File: src/rtl/vit_pkg.sv
// vit_pkg: shared constants and helpers for the (2,1,3) hard-decision Viterbi
// decoder.
//   N_STATES  trellis states (2^(K-1))
//   K         constraint length
//   G1, G0    generator polynomials, MSB = current input bit
//   exp_sym   encoder output for a given state and input bit, {V1,V0}
//   hamming2  Hamming distance between two 2-bit symbols (0..2)
package vit_pkg;

  localparam int N_STATES = 8;
  localparam int K        = 4;

  localparam logic [3:0] G1 = 4'b1011;
  localparam logic [3:0] G0 = 4'b1111;

  // The encoder register is {u, s[2], s[1], s[0]}; each output bit is the
  // parity of the taps selected by its generator.
  function automatic logic [1:0] exp_sym(input logic [2:0] state, input logic u);
    logic [3:0] taps;
    taps = {u, state};
    return {^(taps & G1), ^(taps & G0)};
  endfunction

  function automatic logic [1:0] hamming2(input logic [1:0] a, input logic [1:0] b);
    logic [1:0] x;
    x = a ^ b;
    return {1'b0, x[1]} + {1'b0, x[0]};
  endfunction

endpackage

File: src/rtl/vit_acs.sv
// vit_acs: one add-compare-select unit.
//   pm0_i / pm1_i  metrics of the predecessors ending in 0 and in 1
//   bm0_i / bm1_i  branch metrics of the two incoming transitions
//   pm_o           selected candidate, one bit wider than the metrics so the
//                  caller can normalise and saturate without wrapping
//   dec_o          1 when the predecessor ending in 1 was chosen
module vit_acs #(
  parameter int PM_W = 6
) (
  input  logic [PM_W-1:0] pm0_i,
  input  logic [PM_W-1:0] pm1_i,
  input  logic [1:0]      bm0_i,
  input  logic [1:0]      bm1_i,
  output logic [PM_W:0]   pm_o,
  output logic            dec_o
);

  logic [PM_W:0] cand0;
  logic [PM_W:0] cand1;

  assign cand0 = {1'b0, pm0_i} + {{(PM_W-1){1'b0}}, bm0_i};
  assign cand1 = {1'b0, pm1_i} + {{(PM_W-1){1'b0}}, bm1_i};

  // Strict compare: a tie keeps the predecessor ending in 0.
  assign dec_o = (cand1 < cand0);
  assign pm_o  = dec_o ? cand1 : cand0;

endmodule

File: src/rtl/vit_dec.sv
// vit_dec: hard-decision Viterbi decoder, 8 states, register-exchange
// survivors, fixed decision delay of TB_DEPTH symbols.
//   clock      rising-edge clock
//   reset      asynchronous active-low reset
//   start      synchronous frame start: re-initialise trellis to state 0
//   in_valid   Vy is accepted on this edge (no backpressure, may stay high)
//   Vy         received symbol {V1,V0}
//   out_valid  one-cycle pulse: Ux_hat holds a new decision
//   Ux_hat     decoded information bit
//   best_pm    minimum path metric after the last accepted symbol
//
// Handshake: a symbol is consumed on every rising edge where in_valid is 1;
// out_valid is a registered pulse that is high only in the cycle after an
// accepting edge that produced a decision, and is 0 after every idle edge.
module vit_dec #(
  parameter int TB_DEPTH = 15,
  parameter int PM_W     = 6
) (
  input  logic            clock,
  input  logic            reset,
  input  logic            start,
  input  logic            in_valid,
  input  logic [1:0]      Vy,
  output logic            out_valid,
  output logic            Ux_hat,
  output logic [PM_W-1:0] best_pm
);

  import vit_pkg::*;

  localparam int               CNT_W    = $clog2(TB_DEPTH + 1);
  localparam logic [CNT_W-1:0] CNT_FULL = CNT_W'(TB_DEPTH);
  localparam logic [PM_W-1:0]  PM_MAX   = {PM_W{1'b1}};

  logic [PM_W-1:0]     pm_q     [N_STATES];
  logic [PM_W-1:0]     pm_cur   [N_STATES];
  logic [PM_W-1:0]     pm_d     [N_STATES];
  logic [TB_DEPTH-1:0] surv_q   [N_STATES];
  logic [TB_DEPTH-1:0] surv_cur [N_STATES];
  logic [TB_DEPTH-1:0] surv_d   [N_STATES];
  logic [PM_W:0]       cand     [N_STATES];
  logic [N_STATES-1:0] dec;
  logic [CNT_W-1:0]    cnt_q;
  logic [CNT_W-1:0]    cnt_cur;
  logic [PM_W-1:0]     min_q;
  logic [PM_W-1:0]     min_cur;
  logic [2:0]          best_q;
  logic                out_valid_q;
  logic                ux_q;

  // Best state over the registered metrics; ties go to the lowest index.
  always_comb begin
    min_q  = pm_q[0];
    best_q = 3'd0;
    for (int s = 1; s < N_STATES; s++) begin
      if (pm_q[s] < min_q) begin
        min_q  = pm_q[s];
        best_q = 3'(s);
      end
    end
  end

  // start overrides the registered trellis so a symbol accepted in the same
  // cycle is processed as symbol 0 from the known initial state.
  always_comb begin
    for (int s = 0; s < N_STATES; s++) begin
      if (start) begin
        pm_cur[s]   = (s == 0) ? '0 : PM_MAX;
        surv_cur[s] = '0;
      end else begin
        pm_cur[s]   = pm_q[s];
        surv_cur[s] = surv_q[s];
      end
    end
    cnt_cur = start ? '0 : cnt_q;
    min_cur = start ? '0 : min_q;
  end

  for (genvar ns = 0; ns < N_STATES; ns++) begin : g_acs
    localparam logic [2:0] NS = 3'(ns);
    localparam logic [2:0] P0 = {NS[1:0], 1'b0};
    localparam logic [2:0] P1 = {NS[1:0], 1'b1};

    logic [1:0]    bm0;
    logic [1:0]    bm1;
    logic [PM_W:0] norm;
    logic [2:0]    pred;

    // The input bit that leads into ns is ns[2].
    assign bm0 = hamming2(Vy, exp_sym(P0, NS[2]));
    assign bm1 = hamming2(Vy, exp_sym(P1, NS[2]));

    vit_acs #(.PM_W(PM_W)) u_acs (
      .pm0_i (pm_cur[P0]),
      .pm1_i (pm_cur[P1]),
      .bm0_i (bm0),
      .bm1_i (bm1),
      .pm_o  (cand[ns]),
      .dec_o (dec[ns])
    );

    // Every candidate is at least the old minimum, so the subtraction never
    // underflows; the saturation keeps unreachable states pinned at PM_MAX.
    assign norm     = cand[ns] - {1'b0, min_cur};
    assign pm_d[ns] = (norm > {1'b0, PM_MAX}) ? PM_MAX : norm[PM_W-1:0];

    assign pred       = {NS[1:0], dec[ns]};
    assign surv_d[ns] = {surv_cur[pred][TB_DEPTH-2:0], NS[2]};
  end

  always_ff @(posedge clock or negedge reset) begin
    if (!reset) begin
      for (int s = 0; s < N_STATES; s++) begin
        pm_q[s]   <= (s == 0) ? '0 : PM_MAX;
        surv_q[s] <= '0;
      end
      cnt_q       <= '0;
      out_valid_q <= 1'b0;
      ux_q        <= 1'b0;
    end else begin
      out_valid_q <= 1'b0;
      if (in_valid) begin
        pm_q   <= pm_d;
        surv_q <= surv_d;
        // cnt_cur is only full when start is low, so the decision reads the
        // pre-update survivors of the current frame.
        if (cnt_cur == CNT_FULL) begin
          out_valid_q <= 1'b1;
          ux_q        <= surv_q[best_q][TB_DEPTH-1];
          cnt_q       <= cnt_cur;
        end else begin
          cnt_q <= cnt_cur + 1'b1;
        end
      end else if (start) begin
        pm_q   <= pm_cur;
        surv_q <= surv_cur;
        cnt_q  <= '0;
      end
    end
  end

  assign out_valid = out_valid_q;
  assign Ux_hat    = ux_q;
  assign best_pm   = min_q;

endmodule

File: config.mk
export PLATFORM = sky130hd
export DESIGN_NAME = vit_dec
export DESIGN_NICKNAME = d
export VERILOG_FILES = /design/src/rtl/vit_pkg.sv /design/src/rtl/vit_acs.sv /design/src/rtl/vit_dec.sv
export SDC_FILE = /design/constraint.sdc
export NUM_CORES = 1
export LEC_CHECK = 0
export CAP_MARGIN = 10
export CORE_MARGIN = 2
export CORE_UTILIZATION = 59
export CTS_CLUSTER_DIAMETER = 40
export DETAILED_ROUTE_END_ITERATION = 10
export PLACE_DENSITY_LB_ADDON = 0.08
export SLEW_MARGIN = 25
export SYNTH_ARGS = -nofsm -noshare
export SYNTH_HDL_FRONTEND = slang
export SYNTH_SLANG_ARGS = --single-unit
File: constraint.sdc
create_clock -name clock -period 14.7 [get_ports clock]
set_clock_uncertainty 0.2 [all_clocks]
set_input_delay 1.47 -clock clock [delete_from_list [all_inputs] [get_ports clock]]
set_output_delay 1.47 -clock clock [all_outputs]
set_load 0.05 [all_outputs]
==> results of run 1 <==
path summary, 6_finish.rpt:
path	slack (ps)	cells after the start	startpoint	endpoint
max in group asynchronous	12220	3	reset	surv_q[118]$_DFFE_PN0P_
min in group asynchronous	950	1	reset	pm_q[4]$_DFFE_PN1P_
worst min-delay path	300	1	surv_q[45]$_DFFE_PN0P_	surv_q[45]$_DFFE_PN0P_
worst max register to register	630	70	pm_q[45]$_DFFE_PN0P_	pm_q[41]$_DFFE_PN1P_
worst max-delay path	610	59	pm_q[45]$_DFFE_PN0P_	best_pm[1]
worst min register to register	300	1	surv_q[45]$_DFFE_PN0P_	surv_q[45]$_DFFE_PN0P_
registers in the layout, indices dropped and copies added, names as in the netlist:
| name | flops |
|---|---|
| Ux_hat | 1 |
| pm_q | 48 |
| out_valid | 1 |
| cnt_q | 4 |
| surv_q | 120 |
metrics by stage:
| step | util | TNS, ps | hold slack [ps] |
|---|---|---|---|
| 6_report | 0.658 | 0 | 305 |
| 2_1_floorplan | - | 0 | 274 |
| 3_3_place_gp | 0.616 | -83.0 | 285 |
| 3_5_place_dp | 0.616 | -9480 | 295 |
| 5_1_grt | 0.658 | -1180 | 335 |
| 4_1_cts | 0.643 | 0 | 312 |
per-layer routing:
metal | vias up | wire, um | GRT usage | part of all wire
met5 | - | 0 | 0 | 0
met4 | 0 | 1290 | 0.104 | 0.030
met3 | 77 | 2520 | 0.0338 | 0.058
met2 | 401 | 20200 | 0.504 | 0.46
met1 | 6441 | 19500 | 0.445 | 0.45
li1 | 6424 | - | - | -
worst max-delay path, delay by kind of cell, from the launching register on:
| family | cells | cell delay (ps) |
|---|---|---|
| AOI/OAI and AO/OA | 23 | 4490 |
| adders and majority gates | 8 | 2080 |
| buffers and inverters | 8 | 730 |
| DFF | 1 | 440 |
| muxes | 7 | 1740 |
| and+or+nand+nor | 13 | 2470 |
what timing repair did:
action | in CTS | in global routing
pin swaps | 0 | 9
endpoints found under the setup margin | 54 | 54
setup buffers | 0 | 13
gates resized for setup | 18 | 48
cell type report:
cell class	count	share of cell area
Clock buffer	17	0.0249
Clock inverter	15	0.0132
Sequential cell	174	0.258
Inverter	81	0.0178
Multi-Input combinational cell	1441	0.627
Tap cell	335	0.0245
Timing Repair Buffer	57	0.0348
kinds of logic after synthesis:
family	synth area share
and+or+nand+nor	0.155
DFF	0.283
muxes	0.0998
adders and majority gates	0.147
buffers and inverters	0.0458
xor gates and xnor gates	0.0411
AOI/OAI and AO/OA	0.228
placed cells by master, fill, tap and decap left out, drive strengths merged, types with 12 or more instances in the layout:
cell / Yosys / final
a211oi: 127 / 127
a21o: 30 / 30
a21oi: 155 / 155
a31oi: 16 / 16
and2: 18 / 18
buf: 16 / 52
clkbuf: 88 / 18
dfrtp: 132 / 132
dfstp: 42 / 42
fa: 24 / 24
ha: 142 / 142
inv: 81 / 92
mux2: 13 / 13
mux2i: 140 / 140
nand2: 98 / 98
nand2b: 39 / 39
nand3: 12 / 12
nor2: 245 / 245
nor2b: 35 / 35
nor3: 14 / 14
o21ai: 88 / 88
o22a: 12 / 12
or2: 27 / 27
xnor2: 37 / 37
xor2: 36 / 36
==> flow_metrics.py, run 1 <==
metrics = {
    "floorplanning": {
        "core_area_um2": 26000,
        "die_h_um": 166,
        "fp.dieW_um": 166,
        "io_pins": 14,
        "initial_core_util": 0.599,
        "die_area_um2": 27700,
        "rows": 59,
    },
    "critical_path": {
        "worstSetupEndpointType": "output port",
        "critPathSlowestCell": "or4b_4",
        "cp_data_required_time_ps": 13030,
        "path_common_cell": "ha_1",
        "worstSetupPathType": "reg -> out",
        "startpoint_type": "register",
        "crit_arrival_ps": 12420,
        "crit_fanout": 7,
        "max_stage_delay_ps": 580,
    },
    "drt": {
        "routed_wl_um": 43500,
        "wl_per_cell_um": 20.5,
        "dr.pass1.iters": 6,
        "vias": 13300,
        "drc": 0,
        "drt_first_iter_violations": 1146,
        "postRouteAntennaNets": 0,
        "routed_via_density": 6.29,
    },
    "sta": {
        "fmax_mhz": 71.0,
        "drv_slew": 0,
        "worst_pin_slew_ps": 1150,
        "fin_crit_sh": 0.959,
        "worst_slack_ps": 610,
        "hold_viol": 0,
        "fin_crit_ps": 14090,
        "max_slew_margin": 0.227,
        "finalSetupViolations": 0,
    },
    "final_layout": {
        "n_fill_cell": 2191,
        "antenna_cells": 0,
        "fin_cells": 2120,
        "stdcell_area_um2": 17100,
        "seqCellArea_um2": 4410,
        "nets": 1944,
        "syn_to_final_growth_pct": 9.99,
        "layout-drive-gt1-share": 0.134,
        "multiInputGateArea_um2": 10700,
    },
    "logic_synthesis": {
        "yosysWarningCount": 0,
        "synth-seq-area-share": 0.283,
        "synth-seq-cells": 174,
        "synth_edf_count": 0,
        "synthCells": 1800,
        "synth_top_area_cell": "dfrtp_1",
        "synth_top_area_share": 0.212,
        "synthArstFlopShare": 1.00,
        "synthFlopType": "dfrtp_1",
        "avgSynthCellArea_um2": 8.64,
        "ys_top_cells_by_count": "245 x nor2_1, 153 x a21oi_1, 142 x ha_1",
        "synth_nets": 1972,
        "ys_types": 84,
        "synth_area_leaders": "dfrtp_1 21%, ha_1 11%, mux2i_1 9.0%",
        "netlist_area_um2": 15600,
        "synth.most_common_cell": "nor2_1",
    },
    "clock_network": {
        "cts_max_level": 4,
        "clockBufferDepth": 2,
        "cts_buffers": 17,
        "clock_latency_ps": 440,
        "cts_root_buf": "clkbuf_16",
        "cts_tree": "done",
        "cts_hold_buf": 0,
        "cts.clk_slew.worst_paths_ps": 80,
        "clkSinkCount": 174,
    },
    "global_route": {
        "grt_first_pass_wirelength_um": 69600,
        "antenna_found_initial": 1,
        "overflow": 0,
        "track_usage": 0.314,
        "grt_max_degree": 173,
        "first_global_vias": 12800,
    },
    "placement": {
        "placed_cells": 2073,
        "place_area_um2": 16000,
        "place.port_buffers": 13,
        "place_ws_ps": -456,
        "hpwl_um": 31400,
        "gp_congestion": 0.925,
    },
    "run": {
        "max_cap_viol_count": 0,
    },
    "worst_hold_path": {
        "hold_class": "reg -> reg",
    },
    "run_status": {
        "status": "finished clean",
    },
}
Power of run 1 is left out: the tool's default activity adds up to more than one toggle a clock period on the data nets, which glitch-free logic cannot reach.
==> run 2: changes to the inputs <==
--- a/config.mk
+++ b/config.mk
@@ -10,6 +10,7 @@
 export CORE_UTILIZATION = 59
 export CTS_CLUSTER_DIAMETER = 40
 export DETAILED_ROUTE_END_ITERATION = 10
+export GPL_TIMING_DRIVEN = 0
 export PLACE_DENSITY_LB_ADDON = 0.08
 export SLEW_MARGIN = 25
 export SYNTH_ARGS = -nofsm -noshare
==> run 2 against run 1 <==
Compared with the run above:
- maximum frequency is 2.0% lower
- cell count increased by 4.3%
- core utilization grew 1.6 points
- global-route usage is 5.5 points higher
- non-clock buffer count up 92
- die area did not move
- register-to-register slack worse by 240 ps
- critical path type unchanged
- highest routed layer unchanged
==> flow_metrics.py, run 2 (synthesis results as in run 1) <==
metrics = {
    "run_status": {
        "status": "finished clean",
    },
    "sta": {
        "fmax_mhz": 69.6,
        "tns_ps": 0,
        "finalSetupViolations": 0,
        "fin_crit_ps": 14380,
        "fin_crit_sh": 0.978,
        "max_slew_margin": 0.271,
        "worst_pin_slew_ps": 1090,
        "drv_slew": 0,
        "hold_viol": 0,
    },
    "drt": {
        "drc": 0,
        "drt_first_iter_violations": 1492,
        "dr_wl_met2_um": 23400,
        "routed_via_density": 6.50,
        "wl_per_cell_um": 23.2,
        "dr_wl_met3_um": 3920,
        "postRouteAntennaNets": 0,
        "routed.top_layer": "met4",
        "dr.pass1.iters": 6,
        "routed_wl_um": 51300,
        "vias": 14400,
        "wl_met1_um": 20600,
    },
    "clock_network": {
        "cts_tree": "done",
        "clockBufferDepth": 2,
        "clkSinkCount": 174,
        "cts_max_level": 4,
        "cts_buffers": 17,
        "clock_latency_ps": 460,
        "cts_hold_buf": 0,
        "cts.clk_slew.worst_paths_ps": 80,
        "cts_root_buf": "clkbuf_16",
    },
    "floorplanning": {
        "core_area_um2": 26000,
        "fp.dieW_um": 166,
        "die_area_um2": 27700,
        "initial_core_util": 0.599,
        "rows": 59,
        "die_h_um": 166,
        "io_pins": 14,
    },
    "critical_path": {
        "cp_data_required_time_ps": 13030,
        "worstSetupPathType": "reg -> out",
        "setup.worst_path.start": "pm_q[45]$_DFFE_PN0P_",
        "rr_endpoint": "pm_q[35]$_DFFE_PN1P_",
        "crit_buf_inv": 9,
        "worstSetupEndpointType": "output port",
        "crit-reg2reg-launch": "pm_q[45]$_DFFE_PN0P_",
        "ff2ff_path_depth": 69,
        "crit_fanout": 10,
        "worst-path-stages": 59,
        "crit_arrival_ps": 12710,
        "critPathSlowestCell": "dfrtp_2",
        "r2r_setup_slack_ps": 390,
        "endpoint": "best_pm[1]",
        "path_delay_family": "compound AO/OA/AOI/OAI gates",
        "startpoint_type": "register",
        "max_stage_delay_ps": 450,
    },
    "final_layout": {
        "multiInputGateArea_um2": 10900,
        "largest_reg_flops": 120,
        "nets": 2036,
        "n_fill_cell": 2123,
        "layout-drive-gt1-share": 0.138,
        "layout_common_cells": "244 x nor2_1, 149 x a21oi_1, 131 x mux2i_1",
        "regMostFlops": "surv_q",
        "antenna_cells": 0,
        "seqCellArea_um2": 4410,
        "syn_to_final_growth_pct": 12.7,
        "reg_top3": "surv_q x120, pm_q x48, cnt_q x4",
        "layout_commonest_cell": "nor2_1",
    },
    "global_route": {
        "grt_max_degree": 91,
        "antenna_found_initial": 1,
        "first_global_vias": 14000,
        "grt_first_pass_wirelength_um": 79200,
        "overflow": 0,
        "track_usage": 0.369,
    },
    "placement": {
        "gp_congestion": 0.988,
        "place.port_buffers": 12,
        "hpwl_um": 37200,
    },
    "worst_hold_path": {
        "hold_class": "reg -> reg",
    },
    "run": {
        "max_cap_viol_count": 0,
    },
}
-- run 2: cell types whose count changed in the layout (fill, tap and decap cells not counted), sizes merged --
cell / delta
clkbuf: +79
buf: +12
clkinv: +3
inv: -3
clkdlybuf4s50: +1
-- run 2: repair_timing --
| action | 4_1_cts | 5_1_grt |
|---|---|---|
| resized for setup | 91 | 54 |
| hold endpoints to repair | 0 | 0 |
| pin swaps | 5 | 13 |
| setup endpoints to repair | 54 | 54 |
| cloned | 0 | 0 |
| buffers inserted | 14 | 24 |
-- run 2: final cells by class --
cell class / count / area share
multi-input cells: 1441 / 0.622
flip-flops and latches: 174 / 0.251
repair buffers: 52 / 0.0268
clock buffers: 17 / 0.0243
well taps: 335 / 0.0239
plain buffers: 97 / 0.0223
inverters: 81 / 0.0173
clock inverters: 15 / 0.0124
-- run 2: stage by stage --
stage	setup WS [ps]	cell area, um2	cells	util	hold slack (ps)
after floorplan	3.97	15600	1800	-	274
after global placement	-2040	16100	2147	0.619	284
after detailed placement	-2250	16200	2149	0.622	294
after CTS	26.7	17100	2188	0.659	311
after global routing	-123	17500	2212	0.675	326
final	322	17500	2212	0.675	311
-- run 2: routing by layer --
metal | up-vias | track usage
met5 | - | 0
met4 | 0 | 0.213
met3 | 188 | 0.0577
met2 | 646 | 0.593
met1 | 6942 | 0.475
li1 | 6601 | -
-- run 2: worst min path at each step --
stage	cells after the start	slack, ps	start	endpoint
finish	1	310	surv_q[0]$_DFFE_PN0P_	surv_q[0]$_DFFE_PN0P_
global route	1	330	surv_q[30]$_DFFE_PN0P_	surv_q[30]$_DFFE_PN0P_
CTS	1	310	surv_q[0]$_DFFE_PN0P_	surv_q[0]$_DFFE_PN0P_
detailed placement	1	290	surv_q[30]$_DFFE_PN0P_	surv_q[30]$_DFFE_PN0P_
global placement	1	280	surv_q[15]$_DFFE_PN0P_	surv_q[15]$_DFFE_PN0P_
floorplan	1	270	surv_q[0]$_DFFE_PN0P_	surv_q[0]$_DFFE_PN0P_
Power of run 2 is left out for the same reason.
